`src/rtl/ram_ctrl_pkg.sv`:
```
`default_nettype none
// +--------------------------------------------------------------------+
// | Module   : ram_ctrl_pkg                                            |
// | Brief    : Shared constants and state encoding for the RAM access  |
// |            controller and its read-latency counter.                |
// | Options  : RAM_CTRL_WRITE_VERIFY_EN uses ST_VFY_WAIT.              |
// | Revision : 1.0 - initial release                                   |
// +--------------------------------------------------------------------+
package ram_ctrl_pkg;

  localparam int DEF_ADDR_W = 12;
  localparam int DEF_DATA_W = 32;
  localparam int DEF_LEN_W  = 4;

  // RAM r_wn pin polarity
  localparam logic R_WN_READ  = 1'b1;
  localparam logic R_WN_WRITE = 1'b0;

  typedef enum logic [2:0] {
    ST_IDLE     = 3'd0,
    ST_WRITE    = 3'd1,
    ST_RD_ISSUE = 3'd2,
    ST_RD_WAIT  = 3'd3,
    ST_RSP      = 3'd4,
    ST_VFY_WAIT = 3'd5
  } ram_state_e;

endpackage
`default_nettype wire

```
`src/rtl/ram_rd_delay.sv`:
```
`default_nettype none
// +--------------------------------------------------------------------+
// | Module   : ram_rd_delay                                            |
// | Brief    : Loadable down-counter; done is high once RD_LAT-1 counts |
// |            have elapsed after load, marking valid RAM read data.   |
// | Revision : 1.0 - initial release                                   |
// +--------------------------------------------------------------------+
module ram_rd_delay
  import ram_ctrl_pkg::*;
#(
  parameter int RD_LAT = 1
) (
  input  logic clk,
  input  logic rst,
  input  logic load,
  output logic done
);

  localparam int CNT_W = (RD_LAT > 1) ? $clog2(RD_LAT) : 1;
  localparam logic [CNT_W-1:0] c_load_val = CNT_W'(RD_LAT - 1);

  logic [CNT_W-1:0] r_cnt;

  // Reload on request, otherwise count down and park at zero
  always_ff @(posedge clk or posedge rst) begin
    if (rst) begin
      r_cnt <= '0;
    end else if (load) begin
      r_cnt <= c_load_val;
    end else if (r_cnt != '0) begin
      r_cnt <= r_cnt - CNT_W'(1);
    end
  end

  assign done = (r_cnt == '0);

endmodule
`default_nettype wire

```
`src/rtl/ram_access_ctrl.sv`:
```
`default_nettype none
// +--------------------------------------------------------------------+
// | Module   : ram_access_ctrl                                         |
// | Brief    : Initiator front end for the 4K x 32 synchronous RAM:    |
// |            single-beat writes, incrementing-burst reads with a     |
// |            valid/ready response channel.                           |
// | Options  : RAM_CTRL_WRITE_VERIFY_EN adds read-back verification of |
// |            every write and the wr_err pulse output.                |
// | Revision : 1.0 - initial release                                   |
// +--------------------------------------------------------------------+
module ram_access_ctrl
  import ram_ctrl_pkg::*;
#(
  parameter int ADDR_W = DEF_ADDR_W,
  parameter int DATA_W = DEF_DATA_W,
  parameter int LEN_W  = DEF_LEN_W,
  parameter int RD_LAT = 1
) (
  input  logic              clk,
  input  logic              rst,
  input  logic              req_valid,
  output logic              req_ready,
  input  logic              req_rd,
  input  logic [ADDR_W-1:0] req_addr,
  input  logic [LEN_W-1:0]  req_len,
  input  logic [DATA_W-1:0] req_wdata,
  output logic              rsp_valid,
  input  logic              rsp_ready,
  output logic [DATA_W-1:0] rsp_data,
  output logic              rsp_last,
  output logic              busy,
  output logic              ram_r_wn,
  output logic [ADDR_W-1:0] ram_address,
  output logic [DATA_W-1:0] ram_data_in,
  input  logic [DATA_W-1:0] ram_data_out
`ifdef RAM_CTRL_WRITE_VERIFY_EN
  ,
  output logic              wr_err
`endif
);

  ram_state_e        r_state;
  logic [ADDR_W-1:0] r_addr;      // doubles as the current beat address
  logic [DATA_W-1:0] r_wdata;
  logic [LEN_W-1:0]  r_len;
  logic [LEN_W-1:0]  r_beat;
  logic [DATA_W-1:0] r_rsp_data;
  logic              r_rsp_valid;
  logic              r_rsp_last;
`ifdef RAM_CTRL_WRITE_VERIFY_EN
  logic              r_wr_err;
`endif

  logic w_idle;
  logic w_accept;
  logic w_delay_load;
  logic w_delay_done;

  assign w_idle   = (r_state == ST_IDLE);
  assign w_accept = w_idle && req_valid;

`ifdef RAM_CTRL_WRITE_VERIFY_EN
  // The write cycle also arms the counter for the verify read-back
  assign w_delay_load = (r_state == ST_RD_ISSUE) || (r_state == ST_WRITE);
`else
  assign w_delay_load = (r_state == ST_RD_ISSUE);
`endif

  ram_rd_delay #(
    .RD_LAT (RD_LAT)
  ) u_rd_delay (
    .clk  (clk),
    .rst  (rst),
    .load (w_delay_load),
    .done (w_delay_done)
  );

  // Request capture, beat sequencing and response registers
  always_ff @(posedge clk or posedge rst) begin
    if (rst) begin
      r_state     <= ST_IDLE;
      r_addr      <= '0;
      r_wdata     <= '0;
      r_len       <= '0;
      r_beat      <= '0;
      r_rsp_data  <= '0;
      r_rsp_valid <= 1'b0;
      r_rsp_last  <= 1'b0;
`ifdef RAM_CTRL_WRITE_VERIFY_EN
      r_wr_err    <= 1'b0;
`endif
    end else begin
`ifdef RAM_CTRL_WRITE_VERIFY_EN
      r_wr_err <= 1'b0;
`endif
      case (r_state)
        ST_IDLE: begin
          if (w_accept) begin
            r_addr  <= req_addr;
            r_wdata <= req_wdata;
            r_len   <= req_len;
            r_beat  <= '0;
            r_state <= req_rd ? ST_RD_ISSUE : ST_WRITE;
          end
        end
        ST_WRITE: begin
`ifdef RAM_CTRL_WRITE_VERIFY_EN
          r_state <= ST_VFY_WAIT;
`else
          r_state <= ST_IDLE;
`endif
        end
        ST_RD_ISSUE: begin
          r_state <= ST_RD_WAIT;
        end
        ST_RD_WAIT: begin
          if (w_delay_done) begin
            r_rsp_data  <= ram_data_out;
            r_rsp_valid <= 1'b1;
            r_rsp_last  <= (r_beat == r_len);
            r_state     <= ST_RSP;
          end
        end
        ST_RSP: begin
          // Address and data stay frozen until the consumer takes the beat
          if (rsp_ready) begin
            r_rsp_valid <= 1'b0;
            if (r_rsp_last) begin
              r_state <= ST_IDLE;
            end else begin
              r_addr  <= r_addr + ADDR_W'(1);
              r_beat  <= r_beat + LEN_W'(1);
              r_state <= ST_RD_ISSUE;
            end
          end
        end
`ifdef RAM_CTRL_WRITE_VERIFY_EN
        ST_VFY_WAIT: begin
          if (w_delay_done) begin
            r_wr_err <= (ram_data_out != r_wdata);
            r_state  <= ST_IDLE;
          end
        end
`endif
        default: begin
          r_state <= ST_IDLE;
        end
      endcase
    end
  end

  assign req_ready   = w_idle;
  assign busy        = !w_idle;
  assign ram_r_wn    = (r_state == ST_WRITE) ? R_WN_WRITE : R_WN_READ;
  assign ram_address = r_addr;
  assign ram_data_in = r_wdata;
  assign rsp_valid   = r_rsp_valid;
  assign rsp_data    = r_rsp_data;
  assign rsp_last    = r_rsp_last;
`ifdef RAM_CTRL_WRITE_VERIFY_EN
  assign wr_err      = r_wr_err;
`endif

endmodule
`default_nettype wire

```
`config.mk`:
```
export PLATFORM = sky130hd
export DESIGN_NAME = ram_access_ctrl
export DESIGN_NICKNAME = d
export VERILOG_FILES = /design/src/rtl/ram_ctrl_pkg.sv /design/src/rtl/ram_rd_delay.sv /design/src/rtl/ram_access_ctrl.sv
export SDC_FILE = /design/constraint.sdc
export NUM_CORES = 1
export LEC_CHECK = 0
export BUFFER_PORTS_ARGS = -buffer_cell sky130_fd_sc_hd__buf_4
export CAP_MARGIN = 20
export CORE_ASPECT_RATIO = 1.4
export CORE_UTILIZATION = 47
export DETAILED_ROUTE_END_ITERATION = 6
export HOLD_SLACK_MARGIN = 0.03
export PLACE_DENSITY = 0.82
export SYNTH_ARGS = -nofsm -noshare
export SYNTH_HDL_FRONTEND = slang
export SYNTH_SLANG_ARGS = --single-unit
```
`constraint.sdc`:
```
create_clock -name clk -period 3.4 [get_ports clk]
set_input_delay 0.17 -clock clk [delete_from_list [all_inputs] [get_ports clk]]
set_output_delay 0.17 -clock clk [all_outputs]
set_load 0.03 [all_outputs]
```
Yosys cells after proc, flatten, opt, wreduce, memory -nomap -nowiden
Index checks and enable logic that the tools add are counted.
Widths: inputs -> output; s select.

operators by class
  $add $sub $neg = 3
  equality and inequality tests = 9
  mux-type cells = 20
  bitwise operators = 1
  reductions and logical operators = 10

operators by type and width
  cell                   number
  $mux 12                3
  $pmux 12 s2            1
  $add 12x1->12 const B  1
  $mux 4                 3
  $pmux 3 s4             1
  $mux 3                 3
  $pmux 4 s2             1
  $eq 3x2->1 const B     2
  $ne 2x2->1 const B     3
  $reduce_and 3->1       2
  $mux 1                 5
  $add 4x1->4 const B    1
  $eq 4x4->1             1
  $mux 2                 2
  $reduce_and 2->1       2
  $reduce_and 4->1       1
  $reduce_bool 2->1      2
  $eq 3x1->1 const B     1
  $eq 3x3->1 const B     1
  $logic_not 3->1        1
  $ne 2x1->1 const B     1
  $pmux 1 s2             1
  $logic_and 1x1->1      1
  $logic_not 1->1        1
  other kinds (2)        2

word-level totals
  register bits = 90
  bits of input ports = 85
  output and inout port bits = 81

Depth between registers and ports, before layout
Gate-level depths: netlist of the first run.

  depth in word-level cells = 4
  mapped depth = 6

Hierarchy
Synthesis of the first run repeated with hierarchy kept, for this count alone.

unflattened totals
  cell total of the unflattened synthesis = 369
  area total of the unflattened synthesis = 3,842.4 sq um

modules (own cells, without submodules)
  module           times used  cells each  area each (sq um)
  ram_access_ctrl  1           367         3,831.2
  ram_rd_delay     1           2           11.3

Worst setup path after synthesis of the first run
No wires, ideal clock.

  kind = reg2reg
  from = register r_state[2]
  to = register r_addr[4] (netlist: ram_address[4])
  data arrival time = 1.678 ns
  data required time = 3.279 ns
  path slack = 1.601 ns
  stages on the path, launching flop included = 7
  clock period less this slack = 1.799 ns
  cell sequence = dfrtp_1 buf_4 nor3_2 nand2_1 buf_2 o22ai_1 nor2_1

between the ends
  cells in the longest elaborated chain, start to end = 4
  elaborated cells on any way between the ends = 9
  classes of those cells = eq/ne (4); mux (1); reduce/logical (4)

ends and longest elaborated chain
  what                               line                    text
  from (decl)                        ram_access_ctrl.sv:42   ram_state_e r_state;
  from (signal assigned)             ram_access_ctrl.sv:103  r_state <= req_rd ? ST_RD_ISSUE : ST_WRITE;
  $logic_not 3->1 *                  ram_access_ctrl.sv:59   assign w_idle = (r_state == ST_IDLE);
  via req_ready                      ram_access_ctrl.sv:22   output logic req_ready,
  $logic_and 1x1->1                  ram_access_ctrl.sv:60   assign w_accept = w_idle && req_valid;
  $ne 2x1->1 (no source line)        -
  $reduce_and 4->1 (no source line)  -
  to (signal assigned)               ram_access_ctrl.sv:99   r_addr <= req_addr;
  to (signal assigned)               ram_access_ctrl.sv:131  r_addr <= r_addr + ADDR_W'(1);
  to (decl)                          ram_access_ctrl.sv:43   logic [ADDR_W-1:0] r_addr;

The timed path passes the listed nets; every way through them passes the cells marked *.
A chain may end at the register's enable or synchronous reset.

Worst setup path in the final report of the first run
  from = register r_state[2]
  to = register r_addr[4] (netlist: ram_address[4])

between the ends
  cells in the longest elaborated chain, start to end = 4
  elaborated cells on any way between the ends = 9
  classes of those cells = eq/ne (4); mux (1); reduce/logical (4)

ends and longest elaborated chain
  what                               line
  $logic_not 3->1                    ram_access_ctrl.sv:59, ram_access_ctrl.sv:96
  $logic_and 1x1->1                  ram_access_ctrl.sv:60
  $ne 2x1->1 (no source line)        -
  $reduce_and 4->1 (no source line)  -

Several ways; a longest one is shown, not always the timed one.

==> results.md, run 1 <==
- Synth area leaders: dfrtp_1, nand2_1, mux2_2
- Post-DP HPWL: 7191 um
- Int Pwr: 3.037 mW
- Final wirelength: 10380 um
- GR Overflow Total: 0
- Drt pass-1 iters: 4
- Core Footprint: 0.007750 mm^2
- Deepest clock path buffer count: 2
- Full die area: 0.008407 mm^2
- Worst Skew: 0.007870 ns
- Worst setup path startpoint: r_state[2]$_DFFE_PP0P_
- First-pass GRT wire length: 16330 um
- Antenna violations before repair: 0
- Net switching share of the total power: 45.65%
- Reg2reg start: r_state[2]$_DFFE_PP0P_
- Leak: 2.846 nW
- Tightest Pin Transition: 0.6471 ns
- Final ANT Viol Nets: 0
- Global Route Usage Sum: between 20% and 30%
- Status: finished clean
- Dominant cell type by area after synthesis: dfrtp_1
- Vias in the first global route: 3532
- Post-CTS sizing: 0
- Filler cells: 560
- Layout Nets: 646
- Die height: between 100 and 150 um
- Vias: 3421
- Share of layout cells above drive strength 1: 39.39%
- Crit path max-delay cell type: nor3b_2
- Post-synthesis register bit count: just under 90
- Comb pwr share: 54.0%
- WL per Instance: 15.71 um
- Cells traversed along the worst timing path: nor3b_2 -> nand2b_1 -> o22ai_1 -> nor2_1
- Worst min path class: in -> reg
- Most common flop cell mapped by yosys: dfrtp_1
- Area of the multi-input gates: 0.001438 mm^2
- Fin Setup TNS: 0 ns
- Storage cell area: about 0.0022 mm^2
- Starting Density: between 40 and 50%
- Clk_lat worst skew: 0.35 ns
- Data arrival, critical path: roughly 2.0 ns
- Post-synthesis sequential area ratio: 58.94%
- Post-layout util: 72.89%
- Max incr delay on CP: between 0.6 and 0.7 ns
- Num CTS Buffers: 9
- Pwr/cell area: 989.1 mW/mm^2
- Total of max-cap violations: 0
- Synth warnings: 0
- Synth top area share: around 60%
- Mean post-synth cell area: 10.61 um^2
- Syn-to-layout area delta: 49.50%
- Hold Startpoint: ram_data_out[19]
- Clk sinks: 89
- Number of port buffers: 165
- H-tree Lvls: 3
- Req. time, crit path: 3.64 ns
- DR iter-0 viols: 209
- # diodes: 0
- Crit start category: flop
- RSZ-0062 raised after global routing: no
- Die W: just under 80 um
- # IOs: about 170
- Vias per Instance: 5.175
- P_sw: ~2.6 mW
- Minimum clock period: 1.786 ns
- Clock power frac: about 11%
- # DRC: 0
- Final hold violations: 0
- Part of the power in registers: 35.2%
- CTS tree: built
- Max Slew Vio Count: 0
- Post-synth ARST share: between 90% and 100%
- Synthesized Nets: ~440
- Max Fclk: 0.5598 GHz
- Routability-driven placement congestion ratio: 0.8447
- Clock-pin slew on the worst setup and hold paths: 0.08 ns
- Netlist Area Pre-Place: 0.003779 mm^2
- Tcrit/Tclk final: 52.54%
- Largest net degree at the start of global routing: 40
- Kind of critical path: reg -> reg
- Peak fanout along the critical path: 10
- Number of synthesized flops with an enable pin: 0
- Row Count: 38
- Gate Count Post-Synth: 356
- Crit end category: flop
- Peak supply drop: around 0.00066 V
- Relative slew margins: between 50% and 60%
- Setup violators final: 0
- Clock Tree Root: clkbuf_8
- Post-synth cell types: 40
[stage by stage]
step                instances  power, mW  hold slack (ns)  instance area [um^2]  worst slack (ns)
floorplan                 356      3.799           0.2754                  3779            0.9231
global placement          609      4.834           0.2625                  5086             1.196
detailed placement        609      4.921           0.2726                  5086             1.143
CTS                       659      5.565          0.03504                  5607             1.123
global route              661      5.900          0.04949                  5649             1.443
finish                    661      5.587          0.05177                  5649             1.614
[power groups by stage]
stage               registers [mW]  clock network [mW]  logic [mW]
finish                        1.97               0.601        3.02
global route                  2.03               0.656        3.21
CTS                           1.96               0.621        2.98
detailed placement            1.98                   0        2.94
global placement              1.95                   0        2.88
floorplan                     2.78                   0        1.02
[logic make-up (layout without fill, tap and decap cells)]
logic type                 Yosys count  in the layout  synth area share (%)
DFF                                 89             89                 58.94
buffers and inverters               22            227                 3.013
AOI/OAI and AO/OA                   38             38                 6.887
muxes                               32             32                 9.537
and+or+nand+nor                    167            167                 19.57
xor gates and xnor gates             6              6                 1.391
adders and majority gates            2              2                0.6621
[layout by cell type, fill, tap and decap left out, drive strengths merged, types with 3 or more instances in the layout]
cell type	count
nand2b	3
nand3	4
and3	3
buf	172
inv	4
o22ai	3
mux2	32
a21oi	10
clkbuf	12
o21ai	8
a311oi	3
nand4	5
xnor2	4
nor3	6
nor2	18
dlygate4sd3	37
a41o	3
nand2	119
and4	3
o2bb2ai	3
dfrtp	89
[timing repair]
action | 4_1_cts | 5_1_grt
hold endpoints to repair | 69 | 0
buffers inserted | 0 | 0
hold buffers | 37 | 0
[synthesized netlist by cell type (4+ instances only)]
master,n
inv_1,5
a21oi_1,10
nor3_1,5
clkbuf_1,6
xnor2_1,4
nand4_1,5
buf_2,7
nand3_1,4
dfrtp_1,89
nand2_1,119
o21ai_0,7
nor2_1,17
mux2_2,32
[worst paths after layout]
path / endpoint / slack [ns] / cells past startpoint
max in group asynchronous: rsp_data[9]$_DFFE_PP0P_ / 2.15 / 4
worst min-delay path: rsp_data[19]$_DFFE_PP0P_ / 0.05 / 2
min in group asynchronous: rsp_data[10]$_DFFE_PP0P_ / 0.47 / 3
worst max register to register: ram_address[4]$_DFFE_PP0P_ / 1.61 / 4
worst min register to register: rsp_valid$_DFFE_PP0P_ / 0.48 / 2
worst max-delay path: ram_address[4]$_DFFE_PP0P_ / 1.61 / 4
[flip-flops by register name (all words and copies together) (netlist names)]
signal,cells
r_state,3
rsp_valid,1
rsp_last,1
ram_address,12
rsp_data,32
r_len,4
ram_data_in,32
r_beat,4
[cell type report]
| cell class | count | area share (%) |
|---|---|---|
| Clock buffer | 12 | 2.569 |
| Clock inverter | 1 | 0.08859 |
| Inverter | 5 | 0.3544 |
| Multi-Input combinational cell | 245 | 25.45 |
| Sequential cell | 89 | 39.42 |
| Tap cell | 100 | 2.215 |
| Timing Repair Buffer | 209 | 29.90 |
[layer usage]
metal | track usage [%] | wire [um] | vias up
met1 | 26.98 | 3774 | 1688
met4 | 13.48 | 288 | 0
met5 | 0 | 0 | -
met3 | 4.726 | 501 | 22
met2 | 47.35 | 5820 | 109
li1 | - | - | 1602
[worst max-delay path, delay by kind of cell, from the launching register on]
family / cells / cell delay [ns]
AND/OR/NAND/NOR: 3 / 0.96
AO/OA/AOI/OAI: 1 / 0.19
flip-flops: 1 / 0.53
Note: power is estimated with default switching activity, not from simulation.
==> inputs of run 2 (changes only) <==
--- a/config.mk
+++ b/config.mk
@@ -5,13 +5,14 @@
 export SDC_FILE = /design/constraint.sdc
 export NUM_CORES = 1
 export LEC_CHECK = 0
+export ABC_AREA = 1
 export BUFFER_PORTS_ARGS = -buffer_cell sky130_fd_sc_hd__buf_4
 export CAP_MARGIN = 20
 export CORE_ASPECT_RATIO = 1.4
-export CORE_UTILIZATION = 47
+export CORE_UTILIZATION = 43
 export DETAILED_ROUTE_END_ITERATION = 6
 export HOLD_SLACK_MARGIN = 0.03
-export PLACE_DENSITY = 0.82
+export PLACE_DENSITY = 0.79
 export SYNTH_ARGS = -nofsm -noshare
 export SYNTH_HDL_FRONTEND = slang
 export SYNTH_SLANG_ARGS = --single-unit
==> constraint.sdc (replaced) <==
create_clock -name clk -period 1.5 [get_ports clk]
set_input_delay 0.075 -clock clk [delete_from_list [all_inputs] [get_ports clk]]
set_output_delay 0.075 -clock clk [all_outputs]
set_load 0.03 [all_outputs]
==> results.md, run 2 <==
- Status: finished clean
- RSZ-0062 raised after global routing: yes
- Commonest non-fill, non-tap cell in the layout: buf_4
- Hold Startpoint: req_addr[1]
- Routability-driven placement congestion ratio: 0.8276 (-2.0%)
- CTS tree: built
- Starting Density: 44.01% (-4.7 points)
- Min-Delay Path Depth: 3 (+1)
- Crit path max-delay cell type: dfrtp_1
- Share of layout cells above drive strength 1: 36.70% (-2.7 points)
- Worst setup path startpoint: r_state[2]$_DFFE_PP0P_
- Number of synthesized flops with an enable pin: 0 (unchanged)
- Hold Path Sink: ram_address[1]$_DFFE_PP0P_
- Peak supply drop: 0.001415 V (+120%)
- Dominant cell type by area after synthesis: dfrtp_1
- Row Count: 41 (+7.9%)
- WL per Instance: 15.18 um (-3.3%)
- Kind of critical path: reg -> reg
- Most frequent cells in the layout: buf_4, nand2_1, dfrtp_1, dlygate4sd3_1, mux2_2
- Gate Count Post-Synth: 404 (+13%)
- Most common flop cell mapped by yosys: dfrtp_1
- Synth warnings: 0 (unchanged)
- Number of port buffers: 165 (unchanged)
- Post-synthesis sequential area ratio: 56.36% (-2.6 points)
- Antenna violations before repair: 1 (+1)
- Final hold violations: 0 (unchanged)
- Die height: 115.4 um (+6.8%)
- Peak fanout along the critical path: 28 (+18)
- Relative slew margins: 64.89% (+8.2 points)
- Fin Setup TNS: 0 ns (unchanged)
- Fin Hold WS: 0.04502 ns (-0.006750 ns)
- Data arrival, critical path: 1.64 ns (-0.39 ns)
- Worst Skew: 0.006708 ns (-0.001162 ns)
- Deepest clock path buffer count: 2 (unchanged)
- Synth area leaders: dfrtp_1, nand2_1, mux2_2
- # IOs: 166 (unchanged)
- Synth top area share: 56.36% (-2.6 points)
- Pwr/cell area: 2205 mW/mm^2 (+120%)
- Worst min path class: in -> reg
- Vias in the first global route: 3861 (+9.3%)
- RR Endpoint: ram_data_in[18]$_DFFE_PP0P_
- Clock Tree Root: clkbuf_16
- First-pass GRT wire length: 18240 um (+12%)
- Clk sinks: 89 (unchanged)
- Mean post-synth cell area: 9.780 um^2 (-7.9%)
- Largest net degree at the start of global routing: 41 (+2.5%)
- # DRC: 0 (unchanged)
- Clk_lat worst skew: 0.34 ns (about the same)
- Post-CTS Repair Setup Buffers: 0 (unchanged)
- Layout Nets: 736 (+14%)
- GR Overflow Total: 0 (unchanged)
- Post-synthesis register bit count: 89 (unchanged)
- Final wirelength: 11570 um (+11%)
- Placement Cell Area: 0.005334 mm^2 (+4.9%)
- Crit end category: flop
- Core Footprint: 0.008977 mm^2 (+16%)
- Crit start category: flop
- Final Instance Area: 0.006371 mm^2 (+13%)
- Flop-to-flop setup slack: 0.09 ns (-1.53 ns)
- DR iter-0 viols: 158 (-24%)
- Max incr delay on CP: 0.48 ns (-0.14 ns)
- Post-DP HPWL: 7104 um (-1.2%)
- Drt pass-1 iters: 4 (unchanged)
- Reg2reg start: r_state[2]$_DFFE_PP0P_
- Vias per Instance: 4.899 (-5.3%)
- Netlist Area Pre-Place: 0.003951 mm^2 (+4.6%)
- Minimum clock period: 1.412 ns (-0.3746 ns)
- Post-synth ARST share: 100.0% (unchanged)
- Post-layout util: 70.97% (-1.9 points)
- Tcrit/Tclk final: 94.12% (+42 points)
- Setup violators final: 0 (unchanged)
- Final ANT Viol Nets: 0 (unchanged)
- H-tree Lvls: 3 (unchanged)
- Max Fclk: 0.7083 GHz (+27%)
- Top-count cell post-synth: nand2_1
- Synthesized Nets: 491 (+11%)
- Max Slew Vio Count: 0 (unchanged)
- Worst r2r path cells: 4 (unchanged)
- Syn-to-layout area delta: 61.24%
- Global Route Usage Sum: 24.44% (-0.98 points)
- Clock-pin slew on the worst setup and hold paths: 0.06 ns (-0.02 ns)
- Die W: 83.02 um (+6.7%)
- Cells traversed along the worst timing path: inv_2 -> nand3_4 -> buf_12 -> mux2_2
- Num CTS Buffers: 9 (unchanged)
- Vias: 3733 (+9.1%)
- Total of max-cap violations: 0 (unchanged)
- Final Total Pwr: 14.05 mW (+150%)
- Req. time, crit path: 1.72 ns (-1.92 ns)
- Full die area: 0.009582 mm^2 (+14%)
- Post-synth top cells: nand2_1, dfrtp_1, mux2_2, nor2_1, inv_1
- Tightest Pin Transition: 0.5256 ns (-0.1215 ns)
- Leak: 3.231 nW (+14%)
- Post-synth cell types: 33 (-18%)
==> run 2: cell count changes in the layout (fill, tap and decap cells not counted), sizes merged, moves of 4 or more <==
cell / before / now
dlygate4sd3: 37 / 72
o21ai: 8 / 14
nor2: 18 / 27
nor3: 6 / 2
mux2: 32 / 36
inv: 4 / 25
a21oi: 10 / 4
buf: 172 / 176
nand3: 4 / 18
nand2: 119 / 152
==> run 2: worst max path at each step <==
stage	slack [ns]	cells after the start	endpoint
after floorplan	0.002	8	ram_address[10]$_DFFE_PP0P_
after detailed placement	0.0009	7	r_beat[3]$_DFFE_PP0P_
after global routing	0.001	6	r_beat[1]$_DFFE_PP0P_
after CTS	0.04	7	r_beat[3]$_DFFE_PP0P_
after global placement	0.13	7	r_beat[3]$_DFFE_PP0P_
final	0.09	4	ram_data_in[18]$_DFFE_PP0P_
==> run 2: layout make-up <==
class / instances / area (um^2)
Timing Repair Buffer: 248 / 2083
Fill cell: 651 / 2606
Tap cell: 107 / 133.9
Clock inverter: 5 / 56.30
Clock buffer: 11 / 232.7
Multi-Input combinational cell: 275 / 1524
Inverter: 26 / 111.4
Antenna cell: 1 / 2.502
Sequential cell: 89 / 2227
==> run 2: per-layer routing <==
metal,GRT usage (%),vias to the layer above,wire [um]
li1,-,1788,-
met1,25.96,1757,4256
met2,44.59,150,6229
met3,6.197,38,626
met4,13.33,0,457
met5,0,-,0
==> run 2: logic make-up (layout without fill, tap and decap cells) <==
group | Yosys count | after routing | synth area share (%)
AOI/OAI and AO/OA | 22 | 22 | 3.008
xor gates and xnor gates | 6 | 6 | 1.330
other | 0 | 1 | 0
buffers and inverters | 40 | 290 | 5.352
adders and majority gates | 2 | 2 | 0.6332
and+or+nand+nor | 208 | 208 | 22.13
DFF | 89 | 89 | 56.36
muxes | 37 | 37 | 11.18
==> run 2: stage by stage <==
stage / setup WS (ns) / cells
6_report: 0.08820 / 762
2_1_floorplan: 0.001637 / 404
5_1_grt: 0.001095 / 762
3_3_place_gp: 0.1271 / 673
4_1_cts: 0.04205 / 761
3_5_place_dp: 0.0008649 / 673
==> run 2: critical path: cells and delay by family, from the launching register on <==
family                 cells  cell delay [ns]
DFF                        1             0.48
buffers and inverters      2             0.32
muxes                      1             0.37
and+or+nand+nor            1             0.12
==> run 2: repair_timing <==
item | in CTS | in global routing
pin swaps | 0 | 0
setup endpoints to repair | 1 | 7
hold endpoints to repair | 90 | 0
resized for setup | 1 | 7
hold buffers | 72 | 0
==> run 2: power breakdown <==
part | switching, mW | internal (mW)
combinational | 4.45 | 2.96
sequential | 0.852 | 3.58
clock | 0.916 | 1.29
total | 6.22 | 7.83
